==> config.mk <==
export PLATFORM = sky130hd
export DESIGN_NAME = gate_arbiter_ctl
export DESIGN_NICKNAME = d
export VERILOG_FILES = /design/src/rtl/gate_arbiter_ctl.sv
export SDC_FILE = /design/constraint.sdc
export NUM_CORES = 1
export LEC_CHECK = 0
export ABC_AREA = 1
export BUFFER_PORTS_ARGS = -buffer_cell sky130_fd_sc_hd__buf_4
export CORE_UTILIZATION = 55
export DETAILED_ROUTE_END_ITERATION = 8
export MAX_ROUTING_LAYER = met4
export PLACE_DENSITY = 0.8
export SETUP_SLACK_MARGIN = 0.2
export SLEW_MARGIN = 10
export SYNTH_ARGS = -nofsm -noshare
export SYNTH_HDL_FRONTEND = slang
export SYNTH_SLANG_ARGS = --single-unit
==> constraint.sdc <==
create_clock -name clk -period 2.3 [get_ports clk]
set_input_delay 0.46 -clock clk [delete_from_list [all_inputs] [get_ports clk]]
set_output_delay 0.46 -clock clk [all_outputs]
set_load 0.005 [all_outputs]
==> src/rtl/gate_arbiter_ctl.sv <==
// Gate arbiter and open/close sequencer for the shared gate obstacle.
// Grants the gate to one player at a time (round-robin on ties), steps the
// gate level once per frame tick, and never closes while a player is inside.
module gate_arbiter_ctl #(
  parameter int unsigned TRAVEL_FRAMES = 8,
  parameter int unsigned HOLD_FRAMES   = 120,
  parameter int unsigned GATE_X_MIN    = 310,
  parameter int unsigned GATE_X_MAX    = 450
) (
  input  logic        clk,
  input  logic        rst,
  input  logic        v_tick,
  input  logic        req1,
  input  logic        req2,
  input  logic [11:0] xpos_player1,
  input  logic [11:0] xpos_player2,
  output logic        grant1,
  output logic        grant2,
  output logic [7:0]  gate_level,
  output logic        gate_open,
  output logic        busy
);

  localparam logic [7:0]  TRAVEL = TRAVEL_FRAMES[7:0];
  localparam logic [11:0] HOLD   = HOLD_FRAMES[11:0];
  localparam logic [11:0] XMIN   = GATE_X_MIN[11:0];
  localparam logic [11:0] XMAX   = GATE_X_MAX[11:0];

  typedef enum logic [1:0] {
    CLOSED,
    OPENING,
    OPEN,
    CLOSING
  } state_t;

  state_t      state_q, state_d;
  logic        grant1_d, grant2_d;
  logic [7:0]  level_d;
  logic        open_d, busy_d;
  logic [11:0] hold_q, hold_d;
  logic        v_tick_old;
  logic        last_owner_q, last_owner_d;  // 1 = player 2 was the last owner

  logic        tick;
  logic        inside1, inside2, any_inside;
  logic        owner_req;
  logic [7:0]  level_inc, level_dec;
  logic [11:0] hold_inc;

  assign tick       = v_tick & ~v_tick_old;
  assign inside1    = (xpos_player1 >= XMIN) && (xpos_player1 <= XMAX);
  assign inside2    = (xpos_player2 >= XMIN) && (xpos_player2 <= XMAX);
  assign any_inside = inside1 | inside2;
  assign owner_req  = grant1 ? req1 : req2;

  // Clamped arithmetic: a reversal straight out of a fully-open CLOSING
  // re-enters OPENING at TRAVEL, so the increment must not overshoot.
  assign level_inc  = (gate_level >= TRAVEL) ? TRAVEL : gate_level + 8'd1;
  assign level_dec  = (gate_level == '0) ? '0 : gate_level - 8'd1;
  assign hold_inc   = (hold_q >= HOLD) ? HOLD : hold_q + 12'd1;

  // State, registered outputs and edge-detect history.
  always_ff @(posedge clk) begin
    if (rst) begin
      state_q      <= CLOSED;
      grant1       <= 1'b0;
      grant2       <= 1'b0;
      gate_level   <= '0;
      gate_open    <= 1'b0;
      busy         <= 1'b0;
      hold_q       <= '0;
      v_tick_old   <= 1'b0;
      last_owner_q <= 1'b1;
    end else begin
      state_q      <= state_d;
      grant1       <= grant1_d;
      grant2       <= grant2_d;
      gate_level   <= level_d;
      gate_open    <= open_d;
      busy         <= busy_d;
      hold_q       <= hold_d;
      v_tick_old   <= v_tick;
      last_owner_q <= last_owner_d;
    end
  end

  // Next-state and next-output logic; everything holds between ticks.
  always_comb begin
    state_d      = state_q;
    grant1_d     = grant1;
    grant2_d     = grant2;
    level_d      = gate_level;
    open_d       = gate_open;
    busy_d       = busy;
    hold_d       = hold_q;
    last_owner_d = last_owner_q;

    if (tick) begin
      unique case (state_q)
        CLOSED: begin
          if (req1 && (!req2 || last_owner_q)) begin
            grant1_d     = 1'b1;
            last_owner_d = 1'b0;
            state_d      = OPENING;
            busy_d       = 1'b1;
          end else if (req2) begin
            grant2_d     = 1'b1;
            last_owner_d = 1'b1;
            state_d      = OPENING;
            busy_d       = 1'b1;
          end
        end
        OPENING: begin
          level_d = level_inc;
          if (level_inc == TRAVEL) begin
            state_d = OPEN;
            open_d  = 1'b1;
            hold_d  = '0;
          end
        end
        OPEN: begin
          hold_d = hold_inc;
          if (!any_inside && (!owner_req || (hold_inc >= HOLD))) begin
            state_d = CLOSING;
            open_d  = 1'b0;
          end
        end
        CLOSING: begin
          if (any_inside || owner_req) begin
            state_d = OPENING;
          end else begin
            level_d = level_dec;
            if (level_dec == '0) begin
              state_d  = CLOSED;
              grant1_d = 1'b0;
              grant2_d = 1'b0;
              busy_d   = 1'b0;
            end
          end
        end
        default: state_d = CLOSED;
      endcase
    end
  end

endmodule

## Word-level counts from Yosys, hierarchy flattened

Cells that the tools add are included.

| operators by class | value |
|---|---|
| add/subtract/negate cells | 3 |
| equal/unequal tests | 13 |
| bitwise operators | 3 |
| reduce and logical (&&, ||, !) cells | 25 |
| multiplexer cells | 28 |
| order comparisons | 7 |

Operators with widths:

| kind | count |
|---|---|
| 12-bit by 7-bit >= comparator with 1-bit output, second input constant | 2 |
| 12-bit by 9-bit >= comparator with 1-bit output, second input constant | 2 |
| 12-bit by 9-bit less-or-equal comparator with 1-bit output, second input constant | 2 |
| 12-bit two-way mux | 2 |
| 8-bit two-way mux | 3 |
| 12-bit one-hot mux with 2 select lines | 1 |
| 8-bit zero test | 2 |
| 8-bit one-hot mux with 2 select lines | 1 |
| 5-bit AND reduction | 3 |
| 2-bit != test, second input constant | 7 |
| 12-bit by 1-bit adder with 12-bit output, second input constant | 1 |
| 2-bit two-way mux | 6 |
| 1-bit two-way mux | 10 |
| 3-bit AND reduction | 3 |
| 8-bit by 1-bit adder with 8-bit output, second input constant | 1 |
| 8-bit by 4-bit == test with 1-bit output, second input constant | 1 |
| 8-bit by 4-bit >= comparator with 1-bit output, second input constant | 1 |
| 1-bit one-hot mux with 2 select lines | 4 |
| 2-bit one-hot mux with 4 select lines | 1 |
| 2-bit nonzero test | 4 |
| 8-bit by 1-bit subtractor with 8-bit output, second input constant | 1 |
| 3-bit != test, second input constant | 2 |
| 6-bit AND reduction | 1 |
| 2-bit == test, second input constant | 2 |
| 9 further kinds | 16 |

| word-level totals | value |
|---|---|
| input bits | 29 |
| register bits | 28 |

## Longest topological paths before layout

| logic depth | value |
|---|---|
| depth in word-level cells | 7 |
| depth in mapped cells | 14 |
| gate-level depth less buffers | 14 |

## Worst setup path after synthesis

OpenSTA, ideal clock, no wires.

| path | value |
|---|---|
| path type | reg-to-reg |
| start point | register gate_level[0] |
| end point | register grant2 |
| path buffers | 0 |
| setup time | 0.120 ns |
| data arrival time | 1.642 ns |
| data required time | 2.180 ns |
| path slack | 0.538 ns |
| period minus slack after synthesis | 1.762 ns |
| cell stages (with the launch flop) | 12 |
| cells stage by stage | dfxtp_1 -> inv_1 -> ha_1 -> xor2_1 -> o21ai_0 -> nand2_1 -> nor2_1 -> nand2_1 -> nand2_1 -> nand3_1 -> o21ai_0 -> a21oi_1 |

| on the way | value |
|---|---|
| word-level cells in the longest chain between the ends | 5 |
| elaborated cells between the ends (all ways) | 6 |
| classes of those cells | add/sub: 1; eq/ne: 1; mux: 1; reduce/logical: 3 |

RTL lines:

| what | RTL line | text |
|---|---|---|
| from (decl) | 19 | `output logic [7:0] gate_level,` |
| from (signal assigned) | 78 | `gate_level <= level_d;` |
| 8-bit by 1-bit subtractor with 8-bit output / 8-bit zero test (equally long branches) | 59 | `assign level_dec = (gate_level == '0) ? '0 : gate_level - 8'd1;` |
| 8-bit two-way mux (*) | 59 |  |
| 8-bit zero test (*) | 133 | `if (level_dec == '0) begin` |
| 2-bit != test (no source line) (*) | -- |  |
| 6-bit AND reduction (no source line) (*) | -- |  |
| to (signal assigned) | 77 | `grant2 <= grant2_d;` |
| to (decl) | 18 | `output logic grant2,` |

Every way passes the cells marked *; elsewhere a longest branch is shown, timed or not.
A chain may end at the register's enable or synchronous reset.

## Worst setup path in the final report

| path | value |
|---|---|
| start point | register state_q[0] |
| end point | register grant1 |

| on the way | value |
|---|---|
| word-level cells in the longest chain between the ends | 3 |
| elaborated cells between the ends (all ways) | 8 |
| classes of those cells | eq/ne: 4; mux: 1; reduce/logical: 3 |

RTL lines:

| what | RTL line | text |
|---|---|---|
| from (decl) | 36 | `state_t state_q, state_d;` |
| from (signal assigned) | 75 | `state_q <= state_d;` |
| 2-bit == test / 2-bit zero test (equally long branches) | 99 | `unique case (state_q)` |
| 2-bit != test (no source line) / 2-bit nonzero test (equally long branches) | -- |  |
| 5-bit AND reduction (no source line) | -- |  |
| to (signal assigned) | 76 | `grant1 <= grant1_d;` |
| to (decl) | 17 | `output logic grant1,` |

Several ways; a longest one is shown, not always the timed one.

==> impl_metrics.env <==
export IMPL_die_area_mm2=0.00377
export IMPL_yosys_register_bits=28
export IMPL_wl_per_cell_um=10.7
export IMPL_yosysSeqAreaShare_pct=28.9
export IMPL_relSlewSlack_pct=70.7
export IMPL_tightest_slew_ns=0.438
export IMPL_nNetsFinal=387
export IMPL_reg2reg_depth=7
export IMPL_slew_viol_final=0
export IMPL_rsz0062_at_grt="false"
export IMPL_min_delay_start="v_tick"
export IMPL_place_congestion=0.920
export IMPL_holdPathStages=3
export IMPL_dpl_hpwl_mm=3.19
export IMPL_drive_gt1_share_pct=18.4
export IMPL_cts_max_level=1
export IMPL_fmaxAchievable_mhz=534
export IMPL_fp_row_count=21
export IMPL_yosys_warnings=0
export IMPL_worstPathArrival_ns=2.15
export IMPL_ir_worst_vdd_mv=0.380
export IMPL_wirelength_mm=4.21
export IMPL_worstHoldEndpoint="v_tick_old"
export IMPL_synth_cell_type_count=28
export IMPL_skew_ns=0.00225
export IMPL_grt_pass1_wl_mm=6.60
export IMPL_endpoint_kind="flop"
export IMPL_avgSynthCellArea_um2=6.28
export IMPL_drc=0
export IMPL_setup_tns_ns=0
export IMPL_hold_path_class="in2reg"
export IMPL_grt_remaining_overflow=0
export IMPL_fp_dieW_um=61.4
export IMPL_crit_required_ns=2.58
export IMPL_syn_inst=309
export IMPL_mappedNetlistNets=347
export IMPL_period_needed_ns=1.87
export IMPL_final_util_pct=68.8
export IMPL_post_cts_buffers=0
export IMPL_cap_viol_max_count=0
export IMPL_viasPerCell=4.95
export IMPL_cts_clk_slew_worst_paths_ns=0.15
export IMPL_root_buffer="clkbuf_4"
export IMPL_ios=41
export IMPL_dr_total_vias=1949
export IMPL_setup_violations=0
export IMPL_cts_sinks=28
export IMPL_numPlacedInstances=390
export IMPL_fin_area_mm2=0.00231
export IMPL_syn_to_final_growth_pct=19.3
export IMPL_grt_pass1_vias=1566
export IMPL_grt_max_degree=20
export IMPL_p_leak_nw=1.12
export IMPL_final_hold_viol_count=0
export IMPL_post_route_period_util_pct=81.5
export IMPL_setup_ws_ns=0.426
export IMPL_fin_cells=394
export IMPL_grt_usage_pct=24.2
export IMPL_start_util_pct=57.7
export IMPL_antenna_cells=0
export IMPL_status="finished, final reports clean"
export IMPL_cts_made_buffers=3
export IMPL_die_h_um=61.4
export IMPL_worstPathMaxFanout=12
export IMPL_port_buffers=40
export IMPL_reg2reg_setup_slack_ns=0.43
export IMPL_setup_worst_path_class="reg2reg"
export IMPL_place_area_mm2=0.00226
export IMPL_core_region_area_mm2=0.00336
export IMPL_dr_pass1_iters=4
export IMPL_cts_buffer_depth=2
export IMPL_cts_tree="yes"
export IMPL_powerDensity_mw_per_mm2=585
export IMPL_r2r_end="grant1"
export IMPL_dp_slack_ns=0.364
export IMPL_insertion_delay_ns=0.33
export IMPL_critPathLaunchType="flop"
export IMPL_r2r_start="state_q[0]"
export IMPL_drt_iter0_drc=73
export IMPL_ant_nets=0
export IMPL_grt_antenna_before_repair=0
export IMPL_synth_area_mm2=0.00194
## power breakdown
group	total (mW)	switching, mW	internal (mW)
sequential	0.550	0.0330	0.517
clock	0.323	0.147	0.176
combinational	0.480	0.282	0.198
total	1.35	0.462	0.891
## through the flow
stage	hold WS [ns]	power [mW]
finish	0.355	1.35
global route	0.349	1.45
CTS	0.349	1.36
detailed placement	0.429	1.03
global placement	0.429	1.03
floorplan	0.417	0.901
## synthesized netlist by cell type
master | n | area share, %
a21oi_2 | 1 | 0.45
clkinv_1 | 2 | 0.39
o21ai_0 | 14 | 3.6
nand2_2 | 5 | 1.6
nor2_2 | 5 | 1.6
nor2_1 | 44 | 8.5
xor2_1 | 2 | 0.90
buf_2 | 1 | 0.26
a211oi_2 | 1 | 0.65
nand3b_4 | 1 | 1.0
nand3_1 | 30 | 7.7
ha_1 | 9 | 5.8
nand3b_1 | 2 | 0.77
a211oi_1 | 4 | 1.5
nor3_4 | 1 | 0.84
buf_6 | 3 | 1.7
or2_1 | 1 | 0.32
inv_1 | 39 | 7.5
or2_0 | 2 | 0.65
nand4_1 | 6 | 1.9
inv_2 | 1 | 0.19
nor3_1 | 5 | 1.3
o31ai_1 | 1 | 0.39
a21oi_1 | 22 | 5.7
nand2_1 | 76 | 15
clkbuf_1 | 2 | 0.39
nand3_2 | 1 | 0.52
dfxtp_1 | 28 | 29
## state kept, by name, summed over array words and instances, names as in the netlist
register,flops
state_q,2
busy,1
last_owner_q,1
v_tick_old,1
hold_q,12
grant2,1
gate_level,8
grant1,1
gate_open,1
## cell usage in the layout, fill, tap and decap left out
master / n
nor3_1: 5
nand3_1: 30
nand3_2: 1
or2_0: 2
nand3b_4: 1
or2_1: 1
o21ai_0: 14
xor2_1: 2
nor2_1: 44
nand2_2: 5
a21oi_2: 1
nand3b_1: 2
nand4_1: 6
inv_2: 2
a211oi_2: 1
inv_1: 38
nand2_1: 76
a21oi_1: 22
dfxtp_1: 26
nor3_4: 1
o31ai_1: 1
clkbuf_4: 3
ha_1: 9
a211oi_1: 4
nor2_2: 5
bufinv_16: 1
clkinv_1: 2
dfxtp_2: 2
buf_4: 41
## area by class of cell
class / count / area (µm²)
fillers: 336 / 1050
multi-input cells: 233 / 1170
repair buffers: 41 / 308
clock buffers: 3 / 22.5
flip-flops and latches: 28 / 563
inverters: 42 / 158
clock inverters: 1 / 30.0
well taps: 46 / 57.6
## critical path: stages (launching register included)
cell and delay, ns:
dfxtp_1 0.45, ha_1 0.43, clkinv_1 0.35, a21oi_1 0.25, nand4_1 0.13, nand2_1 0.07
nand2_1 0.04, nor2_1 0.09
## per-layer routing
metal	wire length (µm)	share of wire, %	global-route usage, %
met1	2110	50	32.8
met2	1790	42	37.1
met3	267	6.3	3.57
met4	40	0.95	7.62
met5	0	0	-
## how the worst max path moves through the flow
stage	start	end
after detailed placement	gate_level[0]	grant2
after CTS	gate_level[0]	grant2
after floorplan	gate_level[0]	grant2
after global routing	state_q[0]	grant1
final	state_q[0]	grant1
after global placement	gate_level[0]	grant2
## logic make-up after synthesis
logic type | after synthesis | synth area share (%)
XOR/XNOR | 2 | 0.903
adder cells (fa/ha/maj) | 9 | 5.81
AND/OR/NAND/NOR | 179 | 41.5
buffers and inverters | 48 | 10.5
flip-flops | 28 | 28.9
AO/OA/AOI/OAI | 43 | 12.3
## timing repair
item / CTS / global route
resized for setup: 0 / 3
endpoints found under the setup margin: 0 / 5
hold buffers: 0 / 0
(Power assumes the default switching activity.)
